### config.mk
export PLATFORM = sky130hd
export DESIGN_NAME = mem_bus_arbiter_flat
export DESIGN_NICKNAME = d
export VERILOG_FILES = /design/src/rtl/mem_bus_arbiter_pkg.sv /design/src/rtl/mem_bus_arbiter_if.sv /design/src/rtl/mem_bus_arbiter_rr2.sv /design/src/rtl/mem_bus_arbiter.sv /design/src/flat_wrapper.sv
export SDC_FILE = /design/constraint.sdc
export NUM_CORES = 1
export LEC_CHECK = 0
export ABC_CLOCK_PERIOD_IN_PS = 4600
export CORE_ASPECT_RATIO = 0.8
export CORE_MARGIN = 4
export CORE_UTILIZATION = 45
export DETAILED_ROUTE_END_ITERATION = 10
export PLACE_DENSITY = 0.86
export SYNTH_ARGS = -nofsm -noshare
export SYNTH_HDL_FRONTEND = slang
export SYNTH_SLANG_ARGS = --single-unit
### constraint.sdc
create_clock -name clk -period 4.6 [get_ports clk]
set_clock_uncertainty 0.1 [all_clocks]
set_input_delay 0.92 -clock clk [delete_from_list [all_inputs] [get_ports clk]]
set_output_delay 0.92 -clock clk [all_outputs]
set_load 0.005 [all_outputs]
### src/rtl/mem_bus_arbiter_pkg.sv
// Shared types and default widths for the I/D memory bus arbiter.
// Imported by the arbiter top and referenced by its bus interface.
package mem_arb_pkg;

  localparam int ADDR_W_DEF  = 32;
  localparam int DATA_W_DEF  = 32;
  localparam int TIMEOUT_DEF = 255;

  typedef enum logic [1:0] {
    IDLE  = 2'd0,
    ISSUE = 2'd1,
    DONE  = 2'd2
  } arb_state_e;

  typedef enum logic {
    OWN_I = 1'b0,
    OWN_D = 1'b1
  } owner_e;

  // Grant vector bit 1 is the data side, bit 0 the instruction side.
  function automatic owner_e owner_of(input logic [1:0] gnt);
    if (gnt[1]) begin
      return OWN_D;
    end else begin
      return OWN_I;
    end
  endfunction

endpackage

### src/rtl/mem_bus_arbiter_if.sv
// CPU-side (instruction and data) and memory-side signals of the arbiter.
// The arbiter takes the slave view; the CPU/memory environment the master view.
interface mem_bus_arbiter_if #(
  parameter int ADDR_W = mem_arb_pkg::ADDR_W_DEF,
  parameter int DATA_W = mem_arb_pkg::DATA_W_DEF
);

  logic              i_read;
  logic [ADDR_W-1:0] i_address;
  logic [DATA_W-1:0] i_readdata;
  logic              i_busywait;

  logic              d_read;
  logic              d_write;
  logic [ADDR_W-1:0] d_address;
  logic [DATA_W-1:0] d_writedata;
  logic [DATA_W-1:0] d_readdata;
  logic              d_busywait;

  logic              mem_read;
  logic              mem_write;
  logic [ADDR_W-1:0] mem_address;
  logic [DATA_W-1:0] mem_writedata;
  logic [DATA_W-1:0] mem_readdata;
  logic              mem_busywait;

  modport slave (
    input  i_read, i_address, d_read, d_write, d_address, d_writedata,
    input  mem_readdata, mem_busywait,
    output i_readdata, i_busywait, d_readdata, d_busywait,
    output mem_read, mem_write, mem_address, mem_writedata
  );

  modport master (
    output i_read, i_address, d_read, d_write, d_address, d_writedata,
    output mem_readdata, mem_busywait,
    input  i_readdata, i_busywait, d_readdata, d_busywait,
    input  mem_read, mem_write, mem_address, mem_writedata
  );

endinterface

### src/rtl/mem_bus_arbiter_rr2.sv
// Two-way round-robin arbiter: a tie goes to the side not served last.
// The pointer only moves when upd marks which side has just been served.
module arb_rr2 (
  input  logic       clk,
  input  logic       reset,
  input  logic [1:0] req,
  input  logic [1:0] upd,
  output logic [1:0] gnt
);

  // 0: instruction side served last, 1: data side served last
  logic ptr_r;

  // Last-served pointer; resets to the instruction side so data wins the first tie.
  always_ff @(posedge clk) begin
    if (reset) begin
      ptr_r <= 1'b0;
    end else if (upd[1]) begin
      ptr_r <= 1'b1;
    end else if (upd[0]) begin
      ptr_r <= 1'b0;
    end else begin
      ptr_r <= ptr_r;
    end
  end

  // Grant decode: a lone requester wins, a tie goes against the pointer.
  always_comb begin
    gnt = 2'b00;
    if (req == 2'b11) begin
      if (ptr_r) begin
        gnt = 2'b01;
      end else begin
        gnt = 2'b10;
      end
    end else begin
      gnt = req;
    end
  end

endmodule

### src/rtl/mem_bus_arbiter.sv
// Shares one memory port between instruction reads and data reads/writes.
// Serialises accesses through IDLE -> ISSUE -> DONE and flags a stuck memory.
module mem_bus_arbiter import mem_arb_pkg::*; #(
  parameter int ADDR_W  = ADDR_W_DEF,
  parameter int DATA_W  = DATA_W_DEF,
  parameter int TIMEOUT = TIMEOUT_DEF
) (
  input  logic                   clk,
  input  logic                   reset,
  mem_bus_arbiter_if.slave       bus,
  output logic                   err
);

  localparam int              CNT_W    = $clog2(TIMEOUT + 1);
  localparam logic [CNT_W-1:0] CNT_MAX  = CNT_W'(TIMEOUT);
  localparam logic [CNT_W-1:0] CNT_LAST = CNT_W'(TIMEOUT - 1);

  arb_state_e        state_r;
  arb_state_e        state_next_s;
  owner_e            owner_r;
  logic [CNT_W-1:0]  wdog_cnt_r;
  logic              err_r;
  logic              mem_read_r;
  logic              mem_write_r;
  logic [ADDR_W-1:0] mem_address_r;
  logic [DATA_W-1:0] mem_writedata_r;
  logic [DATA_W-1:0] i_readdata_r;
  logic [DATA_W-1:0] d_readdata_r;

  logic              req_i_s;
  logic              req_d_s;
  logic [1:0]        gnt_s;
  logic [1:0]        upd_s;
  logic              mem_ack_s;

  assign req_i_s = bus.i_read;
  assign req_d_s = bus.d_read | bus.d_write;

  // The watchdog count is non-zero from the second ISSUE cycle on (it saturates, never wraps),
  // so it doubles as the "ignore MEM_BUSYWAIT in the first cycle" qualifier.
  assign mem_ack_s = (state_r == ISSUE) && (wdog_cnt_r != '0) && !bus.mem_busywait;

  arb_rr2 u_rr (
    .clk   (clk),
    .reset (reset),
    .req   ({req_d_s, req_i_s}),
    .upd   (upd_s),
    .gnt   (gnt_s)
  );

  // FSM state register.
  always_ff @(posedge clk) begin
    if (reset) begin
      state_r <= IDLE;
    end else begin
      state_r <= state_next_s;
    end
  end

  // Next-state decode and round-robin pointer update on completion.
  always_comb begin
    state_next_s = state_r;
    upd_s        = 2'b00;
    case (state_r)
      IDLE: begin
        if (gnt_s != 2'b00) begin
          state_next_s = ISSUE;
        end else begin
          state_next_s = IDLE;
        end
      end
      ISSUE: begin
        if (mem_ack_s) begin
          state_next_s = DONE;
        end else begin
          state_next_s = ISSUE;
        end
      end
      DONE: begin
        state_next_s = IDLE;
        if (owner_r == OWN_D) begin
          upd_s = 2'b10;
        end else begin
          upd_s = 2'b01;
        end
      end
      default: begin
        state_next_s = IDLE;
      end
    endcase
  end

  // Command launch on grant, read-data capture on memory acknowledge.
  always_ff @(posedge clk) begin
    if (reset) begin
      owner_r         <= OWN_I;
      mem_read_r      <= 1'b0;
      mem_write_r     <= 1'b0;
      mem_address_r   <= '0;
      mem_writedata_r <= '0;
      i_readdata_r    <= '0;
      d_readdata_r    <= '0;
    end else begin
      case (state_r)
        IDLE: begin
          if (gnt_s != 2'b00) begin
            owner_r <= owner_of(gnt_s);
            if (gnt_s[1]) begin
              // read+write together is treated as a write
              mem_read_r      <= ~bus.d_write;
              mem_write_r     <= bus.d_write;
              mem_address_r   <= bus.d_address;
              mem_writedata_r <= bus.d_writedata;
            end else begin
              mem_read_r      <= 1'b1;
              mem_write_r     <= 1'b0;
              mem_address_r   <= bus.i_address;
              mem_writedata_r <= '0;
            end
          end
        end
        ISSUE: begin
          if (mem_ack_s) begin
            mem_read_r  <= 1'b0;
            mem_write_r <= 1'b0;
            // a requester that walked away does not get its result
            if (mem_read_r && (owner_r == OWN_I) && bus.i_read) begin
              i_readdata_r <= bus.mem_readdata;
            end
            if (mem_read_r && (owner_r == OWN_D) && bus.d_read) begin
              d_readdata_r <= bus.mem_readdata;
            end
          end
        end
        default: begin
        end
      endcase
    end
  end

  // Watchdog: counts ISSUE cycles, sets a sticky error once TIMEOUT is reached.
  always_ff @(posedge clk) begin
    if (reset) begin
      wdog_cnt_r <= '0;
      err_r      <= 1'b0;
    end else if (state_r == ISSUE) begin
      if (state_next_s != ISSUE) begin
        wdog_cnt_r <= '0;
      end else if (wdog_cnt_r != CNT_MAX) begin
        wdog_cnt_r <= wdog_cnt_r + CNT_W'(1);
      end
      if (wdog_cnt_r == CNT_LAST) begin
        err_r <= 1'b1;
      end
    end else begin
      wdog_cnt_r <= '0;
    end
  end

  assign bus.mem_read      = mem_read_r;
  assign bus.mem_write     = mem_write_r;
  assign bus.mem_address   = mem_address_r;
  assign bus.mem_writedata = mem_writedata_r;
  assign bus.i_readdata    = i_readdata_r;
  assign bus.d_readdata    = d_readdata_r;
  assign bus.i_busywait    = req_i_s & ~((state_r == DONE) && (owner_r == OWN_I));
  assign bus.d_busywait    = req_d_s & ~((state_r == DONE) && (owner_r == OWN_D));
  assign err               = err_r;

endmodule

### src/flat_wrapper.sv
// flat-port wrapper written by rule: the top's interface ports become plain ports
module mem_bus_arbiter_flat import mem_arb_pkg::*;
#(
  parameter int ADDR_W  = ADDR_W_DEF,
  parameter int DATA_W  = DATA_W_DEF,
  parameter int TIMEOUT = TIMEOUT_DEF
)
  (clk, reset, err, bus_i_read, bus_i_address, bus_d_read, bus_d_write, bus_d_address, bus_d_writedata, bus_mem_readdata, bus_mem_busywait, bus_i_readdata, bus_i_busywait, bus_d_readdata, bus_d_busywait, bus_mem_read, bus_mem_write, bus_mem_address, bus_mem_writedata);
  mem_bus_arbiter_if #(.ADDR_W(ADDR_W), .DATA_W(DATA_W)) bus_i ();
  input  logic clk;
  input  logic reset;
  output logic err;
  input wire logic [$bits(bus_i.i_read)-1:0] bus_i_read;
  input wire logic [$bits(bus_i.i_address)-1:0] bus_i_address;
  input wire logic [$bits(bus_i.d_read)-1:0] bus_d_read;
  input wire logic [$bits(bus_i.d_write)-1:0] bus_d_write;
  input wire logic [$bits(bus_i.d_address)-1:0] bus_d_address;
  input wire logic [$bits(bus_i.d_writedata)-1:0] bus_d_writedata;
  input wire logic [$bits(bus_i.mem_readdata)-1:0] bus_mem_readdata;
  input wire logic [$bits(bus_i.mem_busywait)-1:0] bus_mem_busywait;
  output wire logic [$bits(bus_i.i_readdata)-1:0] bus_i_readdata;
  output wire logic [$bits(bus_i.i_busywait)-1:0] bus_i_busywait;
  output wire logic [$bits(bus_i.d_readdata)-1:0] bus_d_readdata;
  output wire logic [$bits(bus_i.d_busywait)-1:0] bus_d_busywait;
  output wire logic [$bits(bus_i.mem_read)-1:0] bus_mem_read;
  output wire logic [$bits(bus_i.mem_write)-1:0] bus_mem_write;
  output wire logic [$bits(bus_i.mem_address)-1:0] bus_mem_address;
  output wire logic [$bits(bus_i.mem_writedata)-1:0] bus_mem_writedata;
  assign bus_i.i_read = bus_i_read;
  assign bus_i.i_address = bus_i_address;
  assign bus_i.d_read = bus_d_read;
  assign bus_i.d_write = bus_d_write;
  assign bus_i.d_address = bus_d_address;
  assign bus_i.d_writedata = bus_d_writedata;
  assign bus_i.mem_readdata = bus_mem_readdata;
  assign bus_i.mem_busywait = bus_mem_busywait;
  assign bus_i_readdata = bus_i.i_readdata;
  assign bus_i_busywait = bus_i.i_busywait;
  assign bus_d_readdata = bus_i.d_readdata;
  assign bus_d_busywait = bus_i.d_busywait;
  assign bus_mem_read = bus_i.mem_read;
  assign bus_mem_write = bus_i.mem_write;
  assign bus_mem_address = bus_i.mem_address;
  assign bus_mem_writedata = bus_i.mem_writedata;
  mem_bus_arbiter #(.ADDR_W(ADDR_W), .DATA_W(DATA_W), .TIMEOUT(TIMEOUT)) u_core (.clk(clk), .reset(reset), .bus(bus_i), .err(err));
endmodule
## Word-level counts from Yosys, hierarchy flattened

Index checks and enable logic that the tools add are counted.

- Mux-type cells: 19
- Bitwise logic cells: 8
- Reduce and logical (&&, ||, !) cells: 20
- Equal/unequal tests: 8
- Add/sub/neg operators: 1

Operators with widths:

| cell | number |
|---|---|
| 32-bit 2-to-1 mux | 2 |
| 2-bit 2-to-1 mux | 5 |
| 1-bit 2-to-1 mux | 9 |
| 3-bit AND reduction | 3 |
| 8-bit by 1-bit adder with 8-bit output, second input constant | 1 |
| 8-bit equality test, second input constant | 1 |
| 1-bit logical AND | 8 |
| 8-bit inequality test, second input constant | 1 |
| 8-bit nonzero test | 1 |
| 2-bit by 1-bit inequality test with 1-bit output, second input constant | 3 |
| 2-bit nonzero test | 3 |
| 1-bit inverter | 5 |
| 2-bit equality test, second input constant | 2 |
| 1-bit case mux with 2 select lines | 2 |
| 2-bit case mux with 2 select lines | 1 |
| 2-bit AND reduction | 2 |
| 3-bit OR reduction | 1 |
| 1-bit AND | 2 |
| 2-bit by 1-bit equality test with 1-bit output, second input constant | 1 |
| 2-bit zero test | 1 |
| 1-bit zero test | 1 |
| 1-bit OR | 1 |

- Output and inout port bits: 133
- Register bits: 143

## Logic depth before layout (Yosys ltp)

- Word-level depth: 8
- Mapped depth: 8
- Mapped depth without buffers: 6

## Cells and area by module

Synthesis repeated with hierarchy kept, for this count alone.

- Cell total of the unflattened synthesis: 621
- Area total of the unflattened synthesis: 5968.2 µm²

Modules (own cells, without submodules):

| module | instances | sequential area each (µm²) | cells each | area each (µm²) |
|---|---|---|---|---|
| mem_bus_arbiter | 1 | 2842.7 | 614 | 5910.7 |
| arb_rr2 | 1 | 20.0 | 7 | 57.6 |

## Worst setup path before layout

OpenSTA, ideal clock, no wires.

- Path type: input-to-output
- From: in bus_i_read
- To: out bus_i_busywait
- Data required time: 3580 ps
- Stages on the path: 2
- Arrival time: 1306 ps
- Path slack: 2274 ps
- Path buffers: 1
- Cell sequence: clkbuf_1 > o21a_1

- Longest elaborated chain between the ends: 1

RTL lines:

| what | RTL line | RTL |
|---|---|---|
| from (decl) | flat_wrapper.sv:13 | `input wire logic [$bits(bus_i.i_read)-1:0] bus_i_read;` |
| 1-bit AND | mem_bus_arbiter.sv:166 | `assign bus.i_busywait = req_i_s & ~((state_r == DONE) && (owner_r == OWN_I));` |
| to (decl) | flat_wrapper.sv:22 | `output wire logic [$bits(bus_i.i_busywait)-1:0] bus_i_busywait;` |

No other way between the ends.

## Final worst setup path

- From: in bus_d_read
- To: out bus_d_busywait

- Longest elaborated chain between the ends: 2

RTL lines:

| what | RTL line | RTL |
|---|---|---|
| from (decl) | flat_wrapper.sv:15 | `input wire logic [$bits(bus_i.d_read)-1:0] bus_d_read;` |
| 1-bit OR | mem_bus_arbiter.sv:37 | `assign req_d_s = bus.d_read \| bus.d_write;` |
| 1-bit AND | mem_bus_arbiter.sv:167 | `assign bus.d_busywait = req_d_s & ~((state_r == DONE) && (owner_r == OWN_D));` |
| to (decl) | flat_wrapper.sv:24 | `output wire logic [$bits(bus_i.d_busywait)-1:0] bus_d_busywait;` |

No other way between the ends.

==> impl_metrics.csv <==
group,metric,value,unit
hold_path,hp-start,"u_core.bus.i_readdata[9]",
global_routing,grt_max_degree,139,
clock_tree,cts_root_buffer,"clkbuf_16",
sta,setup_viol,0,
sta,slew_headroom,29.1,%
setup_path,crit_path_start,"bus_d_read",
global_routing,grt_usage,24.2,%
pwr,power.switching,874,uW
clock_tree,postCtsSetupRepairBufs,0,
floorplan,fp.dieArea,14900,sq um
routing,drtPass1Iterations,5,
flow_run,maxCapViolCount,0,
yosys,syn-num-nets,753,
clock_tree,cts_buffer_depth,2,
final_layout,drive_gt1_share,5.71,%
floorplan,dieHeight,110,um
routing,via_per_inst,5.16,
yosys,yosysSeqAreaShare,49.0,%
setup_path,critPathCaptureType,"primary output",
floorplan,core,12400,sq um
yosys,syn_area,5840,sq um
sta,final_max_slew_viol_count,0,
placement,portBuffers,266,
pwr,cellPowerDensity,379,nW/um^2
clock_tree,cts_made_buffers,17,
routing,post_drt_wl_per_cell,17.4,um
floorplan,start_util,47.0,%
final_layout,stdcell_count,1046,
routing,drt_wl_total,18.2,mm
clock_tree,cts_tree,"done",
floorplan,io_pins,267,
yosys,yosysUniqueCellTypes,40,
floorplan,die_x,135,um
yosys,yosysWarnings,0,
clock_tree,cts_hold_buf,0,
final_layout,syn_to_final_growth,57.5,%
routing,drtIter0Drc,364,
routing,vias,5400,
yosys,syn_inst,616,
sta,clock.fmax,0.283,GHz
setup_path,cp-start-kind,"input port",
setup_path,worstPathRequired,3.58,ns
global_routing,overflow,0,
pwr,ir_drop,0.279,mV
routing,drcViolationCount,0,
sta,min_period,3.53,ns
setup_path,r2r_start,"u_core.wdog_cnt_r[0]",
sta,rsz0062_at_grt,"false",
placement,dpl.hpwl,13.4,mm
placement,gp_congestion,0.853,
clock_tree,path_clk_slew,0.05,ns
pwr,switching_share,25.1,%
clock_tree,cts_sinks,143,
clock_tree,htree_num_levels,4,
pwr,p_leak,0.00361,uW
sta,period_share,76.7,%
final_layout,fill_cells,855,
final_layout,diodes,0,
routing,ant_nets,0,
floorplan,row_count,36,
sta,worst_slew_pin_slew,1.06,ns
final_layout,multi_input_area,2760,sq um
final_layout,seqCellArea,2860,sq um
yosys,syn_area_per_cell,9.48,sq um
sta,hold_violations,0,
outcome,run_status,"finished, final reports clean",
setup_path,path_class,"input port to primary output",
global_routing,grt_pass1_wl,28.2,mm
pwr,p_seq_share,40.0,%
clock_tree,clk_latency,0.41,ns
pwr,p_clk_share,40.5,%
setup_path,critPathMaxFanout,6,
global_routing,grt_pass1_vias,5484,
hold_path,hold_class,"register to register",
pwr,p_comb_share,19.5,%
final_layout,finalNetCount,1000,
setup_path,cp.arrival,2.51,ns
placement,dp_cells,1015,
sta,whs,0.373,ns
pwr,p_int,2620,uW
yosys,synth_seq_cells,143,
global_routing,antenna_found_initial,0,
sta,fin_tns_setup,0,ns
clock_tree,ctsResizeCount,0,
## state kept, by name, summed over array words and instances, names as in the netlist
signal / flops
u_core.bus.mem_write: 1
u_core.err: 1
u_core.bus.mem_writedata: 32
u_core.bus.mem_read: 1
u_core.bus.d_readdata: 32
u_core.state_r: 2
u_core.u_rr.ptr_r: 1
u_core.bus.mem_address: 32
u_core.wdog_cnt_r: 8
u_core.bus.i_readdata: 32
u_core.owner_r: 1
## placed cells by master (no fill, tap or decap), drive strengths merged, types with 3 or more instances in the layout
cell	n
a211oi	33
a21oi	38
a22oi	32
and3	3
buf	10
bufinv	3
clkbuf	21
clkdlybuf4s50	265
clkinv	6
dfxtp	143
ha	3
inv	5
mux2i	67
nand2	36
nand2b	97
nand3	8
nand4	3
nor2	75
o21ai	3
## power groups by stage
stage               Clock, uW  Combinational (uW)  Sequential, uW
floorplan                   0                 300            1420
global placement            0                 663            1420
detailed placement          0                 682            1420
CTS                      1440                 687            1390
global route             1500                 742            1410
finish                   1410                 681            1390
## metrics by stage
step                      util [%]  power, uW  instance area (sq um)  worst slack (ns)
after floorplan                  -       1720                   5840              2.27
final                         74.0       3490                   9200              1.07
after CTS                     74.0       3520                   9200              1.08
after detailed placement      69.0       2100                   8580              1.11
after global placement        69.0       2080                   8580              1.10
after global routing          74.0       3650                   9200              1.01
## path summary, 6_finish.rpt
check,to,slack [ns],depth (start not counted)
worst max-delay path,bus_d_busywait,1.07,4
worst min-delay path,u_core.bus.i_readdata[9],0.37,2
worst max register to register,u_core.bus.d_readdata[16],2.22,7
worst min register to register,u_core.bus.i_readdata[9],0.37,2
## critical path: stages
cell,delay [ns]
clkdlybuf4s50_1,0.67
nor2_1,0.12
a31oi_1,0.19
clkdlybuf4s50_1,0.60
## cell usage after synthesis (all sizes together)
cell type | count | area share [%]
nand2b | 97 | 11
ha | 3 | 0.64
xnor2 | 1 | 0.15
a22oi | 32 | 4.1
and4 | 1 | 0.15
nand3 | 8 | 0.69
o21a | 1 | 0.13
nor3 | 2 | 0.26
o31a | 1 | 0.15
and3 | 3 | 0.32
nand4 | 3 | 0.43
or3 | 1 | 0.11
nor4 | 1 | 0.11
mux2i | 67 | 11
nor2 | 75 | 4.8
and4b | 1 | 0.17
nor3b | 1 | 0.21
o211ai | 1 | 0.13
buf | 13 | 1.7
clkbuf | 34 | 2.2
inv | 5 | 0.32
xor2 | 2 | 0.30
o21ai | 3 | 0.26
nand3b | 2 | 0.26
a21oi | 38 | 3.3
a31oi | 2 | 0.21
nand4b | 1 | 0.15
dfxtp | 143 | 49
a211oi | 33 | 4.5
nor2b | 1 | 0.11
o2bb2ai | 1 | 0.15
nand2 | 36 | 2.3
o31ai | 2 | 0.34
nor4b | 1 | 0.41
## logic make-up after synthesis
family                   Yosys count  synth area share, %
AO/OA/AOI/OAI                    114                 13.2
XOR/XNOR                           3                0.450
adder cells (fa/ha/maj)            3                0.643
buffers and inverters             52                 4.16
flip-flops                       143                 49.0
multiplexers                      67                 11.5
AND/OR/NAND/NOR                  234                 21.0
## final cells by class
class,instances,share of cell area [%]
Clock buffer,21,5.22
Tap cell,171,2.33
Clock inverter,10,1.47
Inverter,5,0.204
Sequential cell,143,31.1
Timing Repair Buffer,275,29.7
Multi-Input combinational cell,421,30.0
## routing by layer
layer / global-route usage (%) / part of all wire [%]
met4: 7.91 / 1.8
met2: 41.7 / 50
met5: 0 / 0
met3: 11.0 / 9.7
met1: 26.8 / 39
Note: power is estimated with default switching activity, not from simulation.
